<file path="src/rtl/cfg_loader_pkg.sv">
// Shared state encoding and sizing helpers for the serial config-chain loader.
package cfg_loader_pkg;

  typedef enum logic [2:0] {
    IDLE,
    CRST,
    FETCH,
    SHIFT_LO,
    SHIFT_HI,
    DONE
  } cfg_state_t;

  localparam int DEF_CHAIN_LEN = 12;
  localparam int DEF_WORD_W    = 8;
  localparam int CRST_CYCLES   = 2;

  function automatic int ceil_div(input int a, input int b);
    return (a + b - 1) / b;
  endfunction

  // Width able to hold every value 0..n.
  function automatic int idx_w(input int n);
    return $clog2(n + 1);
  endfunction

  localparam int NWORDS = ceil_div(DEF_CHAIN_LEN, DEF_WORD_W);
  localparam int IDX_W  = idx_w(DEF_CHAIN_LEN);

endpackage

</file>
<file path="src/rtl/cfg_word_serializer.sv">
// Word-wide shift register presenting one bit at a time, LSB first.
// Latency: cur_bit holds word bit 0 the cycle after load; advances one bit per shift strobe.
// Backpressure: none; the owner strobes load only when it is ready for a new word.
module cfg_word_serializer #(
  parameter int WORD_W = 8
) (
  input  logic              clk,
  input  logic              reset,
  input  logic              load,
  input  logic              shift,
  input  logic [WORD_W-1:0] word,
  output logic              cur_bit
);

  logic [WORD_W-1:0] sr_q;

  always_ff @(posedge clk or negedge reset) begin
    if (!reset) begin
      sr_q <= '0;
    end else if (load) begin
      sr_q <= word;
    end else if (shift) begin
      sr_q <= sr_q >> 1;
    end
  end

  assign cur_bit = sr_q[0];

endmodule

</file>
<file path="src/rtl/cfg_chain_loader.sv">
// Programs a PE serial config chain from a word stream; CFG_CHAIN_READBACK_EN adds a verify pass.
// Latency: done 3 + 2*CHAIN_LEN + ceil(CHAIN_LEN/WORD_W) cycles after start (+2*CHAIN_LEN with readback).
// Backpressure: wr_ready only in FETCH; a low wr_valid stalls with cfg_clk low, one cycle per idle cycle.
module cfg_chain_loader
  import cfg_loader_pkg::*;
#(
  parameter int CHAIN_LEN = DEF_CHAIN_LEN,
  parameter int WORD_W    = DEF_WORD_W
) (
  input  logic              clk,
  input  logic              reset,
  input  logic              start,
  output logic              busy,
  output logic              done,
  output logic              err,
  input  logic              wr_valid,
  output logic              wr_ready,
  input  logic [WORD_W-1:0] wr_data,
  output logic              cfg_clk,
  output logic              cfg_rst,
  output logic              cfg_dout,
  input  logic              cfg_din
);

  localparam int KW = idx_w(CHAIN_LEN);
  localparam int BW = idx_w(WORD_W);

  cfg_state_t    state_q, state_d;
  logic [KW-1:0] k_q;
  logic [BW-1:0] wbit_q;
  logic [1:0]    crst_q;
  logic          cfg_clk_q, cfg_rst_q;
  logic          sr_load, sr_shift, ser_bit, out_bit, pass2_q;
  logic          start_acc, k_last, wbit_last;

  assign start_acc = (state_q == IDLE) && start;
  assign k_last    = (k_q == KW'(CHAIN_LEN - 1));
  assign wbit_last = (wbit_q == BW'(WORD_W - 1));

  cfg_word_serializer #(.WORD_W(WORD_W)) u_ser (
    .clk     (clk),
    .reset   (reset),
    .load    (sr_load),
    .shift   (sr_shift),
    .word    (wr_data),
    .cur_bit (ser_bit)
  );

`ifdef CFG_CHAIN_READBACK_EN
  localparam bit READBACK = 1'b1;
  logic [CHAIN_LEN-1:0] shadow_q;
  logic                 err_q;

  always_ff @(posedge clk or negedge reset) begin
    if (!reset) begin
      pass2_q  <= 1'b0;
      shadow_q <= '0;
      err_q    <= 1'b0;
    end else begin
      if (start_acc) begin
        pass2_q <= 1'b0;
        err_q   <= 1'b0;
      end else if (state_q == SHIFT_HI && k_last) begin
        pass2_q <= !pass2_q;
      end
      if (state_q == SHIFT_HI && !pass2_q) shadow_q[k_q] <= ser_bit;
      // Chain output is settled while cfg_clk is low, just before rising edge k.
      if (state_q == SHIFT_LO && pass2_q && (cfg_din != shadow_q[k_q])) err_q <= 1'b1;
    end
  end

  assign out_bit = pass2_q ? shadow_q[k_q] : ser_bit;
  assign err     = err_q;
`else
  localparam bit READBACK = 1'b0;
  logic unused_din;

  assign pass2_q    = 1'b0;
  assign out_bit    = ser_bit;
  assign err        = 1'b0;
  assign unused_din = cfg_din;
`endif

  always_comb begin
    state_d  = state_q;
    sr_load  = 1'b0;
    sr_shift = 1'b0;
    case (state_q)
      IDLE:     if (start) state_d = CRST;
      CRST:     if (crst_q == 2'(CRST_CYCLES - 1)) state_d = FETCH;
      FETCH: begin
        if (wr_valid) begin
          sr_load = 1'b1;
          state_d = SHIFT_LO;
        end
      end
      SHIFT_LO: state_d = SHIFT_HI;
      SHIFT_HI: begin
        sr_shift = !pass2_q;
        if (k_last)                     state_d = (READBACK && !pass2_q) ? SHIFT_LO : DONE;
        else if (wbit_last && !pass2_q) state_d = FETCH;
        else                            state_d = SHIFT_LO;
      end
      DONE:     state_d = IDLE;
      default:  state_d = IDLE;
    endcase
  end

  always_ff @(posedge clk or negedge reset) begin
    if (!reset) begin
      state_q   <= IDLE;
      k_q       <= '0;
      wbit_q    <= '0;
      crst_q    <= '0;
      cfg_clk_q <= 1'b0;
      cfg_rst_q <= 1'b1;
    end else begin
      state_q   <= state_d;
      cfg_clk_q <= (state_d == SHIFT_HI);
      cfg_rst_q <= (state_d == CRST);
      crst_q    <= (state_q == CRST) ? crst_q + 2'd1 : 2'd0;
      if (start_acc)               k_q <= '0;
      else if (state_q == SHIFT_HI) k_q <= k_last ? '0 : k_q + 1'b1;
      if (sr_load)                 wbit_q <= '0;
      else if (state_q == SHIFT_HI) wbit_q <= wbit_q + 1'b1;
    end
  end

  assign busy     = (state_q != IDLE);
  assign done     = (state_q == DONE);
  assign wr_ready = (state_q == FETCH);
  assign cfg_clk  = cfg_clk_q;
  assign cfg_rst  = cfg_rst_q;
  assign cfg_dout = (state_q == SHIFT_LO || state_q == SHIFT_HI) ? out_bit : 1'b0;

endmodule

</file>
<file path="config.mk">
export PLATFORM = sky130hd
export DESIGN_NAME = cfg_chain_loader
export DESIGN_NICKNAME = d
export VERILOG_FILES = /design/src/rtl/cfg_loader_pkg.sv /design/src/rtl/cfg_word_serializer.sv /design/src/rtl/cfg_chain_loader.sv
export SDC_FILE = /design/constraint.sdc
export NUM_CORES = 1
export LEC_CHECK = 0
export ABC_AREA = 1
export BUFFER_PORTS_ARGS = -buffer_cell sky130_fd_sc_hd__buf_4
export CAP_MARGIN = 20
export CORE_MARGIN = 8
export CORE_UTILIZATION = 48
export DETAILED_ROUTE_END_ITERATION = 8
export PLACE_DENSITY = 0.69
export REMOVE_ABC_BUFFERS = 1
export SETUP_SLACK_MARGIN = 0.3
export SLEW_MARGIN = 15
export SYNTH_ARGS = -nofsm -noshare
export SYNTH_HDL_FRONTEND = slang
export SYNTH_SLANG_ARGS = --single-unit
</file>
<file path="constraint.sdc">
create_clock -name clk -period 2.5 [get_ports clk]
set_input_delay 0.375 -clock clk [delete_from_list [all_inputs] [get_ports clk]]
set_output_delay 0.375 -clock clk [all_outputs]
set_load 0.02 [all_outputs]
</file>
==> out/metrics.yaml <==
run_status:
  outcome: "finished clean"
worst_setup_path:
  worst_setup_path_startpoint: "state_q[0]"
  worstSetupPathDepth: 4
  path_max_fanout: 14
  delay_contributed_by_the_slowest_stage_of_the_critical_path_ns: 0.50
  crit-reg2reg-launch: "state_q[2]"
  critPathLaunchType: "flip-flop"
  worstPathCellList: "nor2_4, nand2_4, a21boi_0, buf_4"
  crit_arrival_ns: 1.69
  r2r-end: "wbit_q[3]"
  r2r.worst_path.cells: 4
  reg2reg_slack_ns: 0.77
  timing_worst_setup_path_type: "reg2out"
  critPathBufInv: 1
  critPathCaptureType: "output pin"
  cp_top_family: "flip-flops"
  crit_end: "cfg_dout"
  required_ns: 2.12
  critical-path-slowest-cell: "sky130_fd_sc_hd__dfrtp_1"
finish:
  number_of_antenna_repair_diodes: 0
  post_route_cells_drive_above_1_share: 0.198
  final_core_util: 0.567
  final_net_count: 184
  finish.cell_count_without_fillers: 197
  syn2layout_area_growth_pct: 12.0
clock_tree:
  numCtsBuffers: 3
  ctsHtreeMaxLevel: 1
  sinks_on_the_clock_net: 23
  cts_tree: "yes"
  register_clock_pin_slew_on_the_reported_worst_setup_and_hold_paths_ns: 0.13
  cts_max_path_buffers: 2
  cts_resized: 0
  cts.root.buffer_cell: "sky130_fd_sc_hd__clkbuf_4"
  insertion_delay_ns: 0.31
timing:
  final_hold_violation_count: 0
  post-route-period-util: 0.828
  setup-tns-final_ns: 0
  clock.fmax_mhz: 483
  final_critical_path_setup_slack_ns: 0.430
  tightestPinTransition_ns: 0.552
  setup_violations: 0
  slew_headroom: 0.631
  timing.clock.skew_ns: 0.0100
  rsz0062_at_grt: "false"
  drv_slew: 0
  whs_ns: 0.306
  min_period_ns: 2.07
global_route:
  global_route_wire_length_before_repair_um: 4280
  track_usage: 0.119
  grt_start_max_net_pins: 24
  antenna_violations_before_repair: 0
  number_of_global_route_vias_before_repair: 1015
  grt_overflow: 0
synthesis:
  synth_enable_flop_cells: 0
  synth.ff_latch_count: 23
  synth_top_cell_area_share: 0.439
  synth_sequential_area_ratio: 0.460
  instance_count_of_the_mapped_netlist: 151
  netlist_area_um2: 1250
  synth.top_cells.by_area: "sky130_fd_sc_hd__dfrtp_1 44%, sky130_fd_sc_hd__nand2_1 13%, sky130_fd_sc_hd__nand3_1 11%, sky130_fd_sc_hd__nand4_1 5.0%, sky130_fd_sc_hd__inv_1 3.9%"
  async_sr_flop_fraction: 1.00
  yosysMostFrequentCell: "sky130_fd_sc_hd__nand2_1"
  synth.lib_cells_used.distinct: 26
  syn_avg_cell_area_um2: 8.30
  yosys_most_used_dff: "sky130_fd_sc_hd__dfrtp_1"
  yosysTopAreaCell: "sky130_fd_sc_hd__dfrtp_1"
  yosys_warnings: 0
  synthTopCellsByCount: "43 x sky130_fd_sc_hd__nand2_1, 27 x sky130_fd_sc_hd__nand3_1, 22 x sky130_fd_sc_hd__dfrtp_1"
place:
  numPlacedInstances: 192
  detailed_place_hpwl_um: 1850
  portBuffers: 17
  place_worst_setup_slack_ns: 0.779
  gp_congestion: 0.798
power_and_ir_drop:
  vdd_ir_drop_max_mv: 0.681
  p_per_area_nw_per_um2: 975
  switching_share: 0.423
  sequentialPowerShare: 0.480
  leakage_nw: 0.755
  p_switching_w: 0.000579
  power_report.internal_total_w: 0.000790
  power_frac_clock: 0.125
  comb_power_share: 0.395
routing:
  routed-via-count: 1036
  wire_per_inst_um: 12.8
  via_per_inst: 5.26
  detail_route.drc_violations: 0
  drt_wirelength_um: 2530
  violation_count_after_the_first_detailed_route_iteration: 44
  final_antenna_net_count: 0
  drt_first_pass_iters: 4
worst_hold_path:
  min_path_type: "in2reg"
  hold_path.startpoint: "wr_data[7]"
floorplan:
  core_area_um2: 2480
  die_y_extent_um: 67.1
  area_of_the_die_um2: 4500
  floorplan.initialDensity: 0.506
  io_pins: 20
  num_rows: 18
  dieWidth_um: 67.1
flow_run:
  drv_cap: 0
## power by group through the flow
stage                     Combinational, W  Clock, W  Sequential [W]
after floorplan                   0.000377         0        0.000652
after global placement            0.000531         0        0.000657
after detailed placement          0.000548         0        0.000663
after CTS                         0.000549  0.000177        0.000655
after global routing              0.000615  0.000191        0.000673
final                             0.000541  0.000172        0.000657
## kinds of logic (layout without fill, tap and decap cells)
group	Yosys count	after routing	synth area share
xor+xnor	2	2	0.0140
buf+inv	22	38	0.0928
flops	23	23	0.460
simple gates	94	94	0.365
fa+ha+maj	3	3	0.0299
other cells	1	1	0.00299
compound gates	6	6	0.0349
## cell type report
class | count | area, µm²
Tap cell | 30 | 37.5
Sequential cell | 23 | 577
Inverter | 16 | 65.1
Multi-Input combinational cell | 106 | 561
Fill cell | 240 | 1070
Timing Repair Buffer | 18 | 138
Clock buffer | 4 | 26.3
## metal layers
| layer | up-vias | wire length, µm | track usage |
|---|---|---|---|
| met5 | - | 0 | 0 |
| met4 | 0 | 10 | 0.0418 |
| met3 | 2 | 139 | 0.0252 |
| met2 | 23 | 1240 | 0.198 |
| met1 | 481 | 1140 | 0.149 |
| li1 | 530 | - | - |
## worst reg2reg max path, stage by stage, from the launching register on
cell                      delay, ns
sky130_fd_sc_hd__dfrtp_1       0.58
sky130_fd_sc_hd__inv_1         0.25
sky130_fd_sc_hd__nand4_2       0.48
sky130_fd_sc_hd__nand3_1       0.25
sky130_fd_sc_hd__nand2_1       0.08
## worst min path at each step
stage,to,slack [ns],cells past startpoint
2_1_floorplan,cfg_clk,0.08,0
3_3_place_gp,k_q[2],0.28,1
3_5_place_dp,wbit_q[3],0.29,1
4_1_cts,cfg_rst,0.30,3
5_1_grt,cfg_rst,0.31,3
6_report,u_ser.sr_q[7],0.31,3
## placed cells by master (no fill, tap or decap), drive strengths merged
cell type / count
conb: 1
dfrtp: 22
clkbuf: 4
xor2: 1
dfstp: 1
xnor2: 1
inv: 15
clkinv: 1
o21ai: 5
a21boi: 1
nor3: 2
ha: 3
nor2: 9
nand2: 45
nand3: 27
dlygate4sd3: 1
nand4: 11
buf: 17
## repair_timing
| action | CTS | global route |
|---|---|---|
| setup buffers | 0 | 0 |
| endpoints found under the hold margin | 22 | 0 |
| hold buffers | 1 | 0 |
## flip-flops by register name, indices dropped and copies added, names as in the netlist
name	cells
k_q	4
cfg_rst	1
u_ser.sr_q	8
state_q	3
cfg_clk	1
wbit_q	4
crst_q	2
## metrics by stage
step / power, W / area [µm²]
2_1_floorplan: 0.00103 / 1200
3_3_place_gp: 0.00119 / 1370
3_5_place_dp: 0.00121 / 1370
4_1_cts: 0.00138 / 1400
5_1_grt: 0.00148 / 1400
6_report: 0.00137 / 1400
Power figures use the tool's default switching activity.
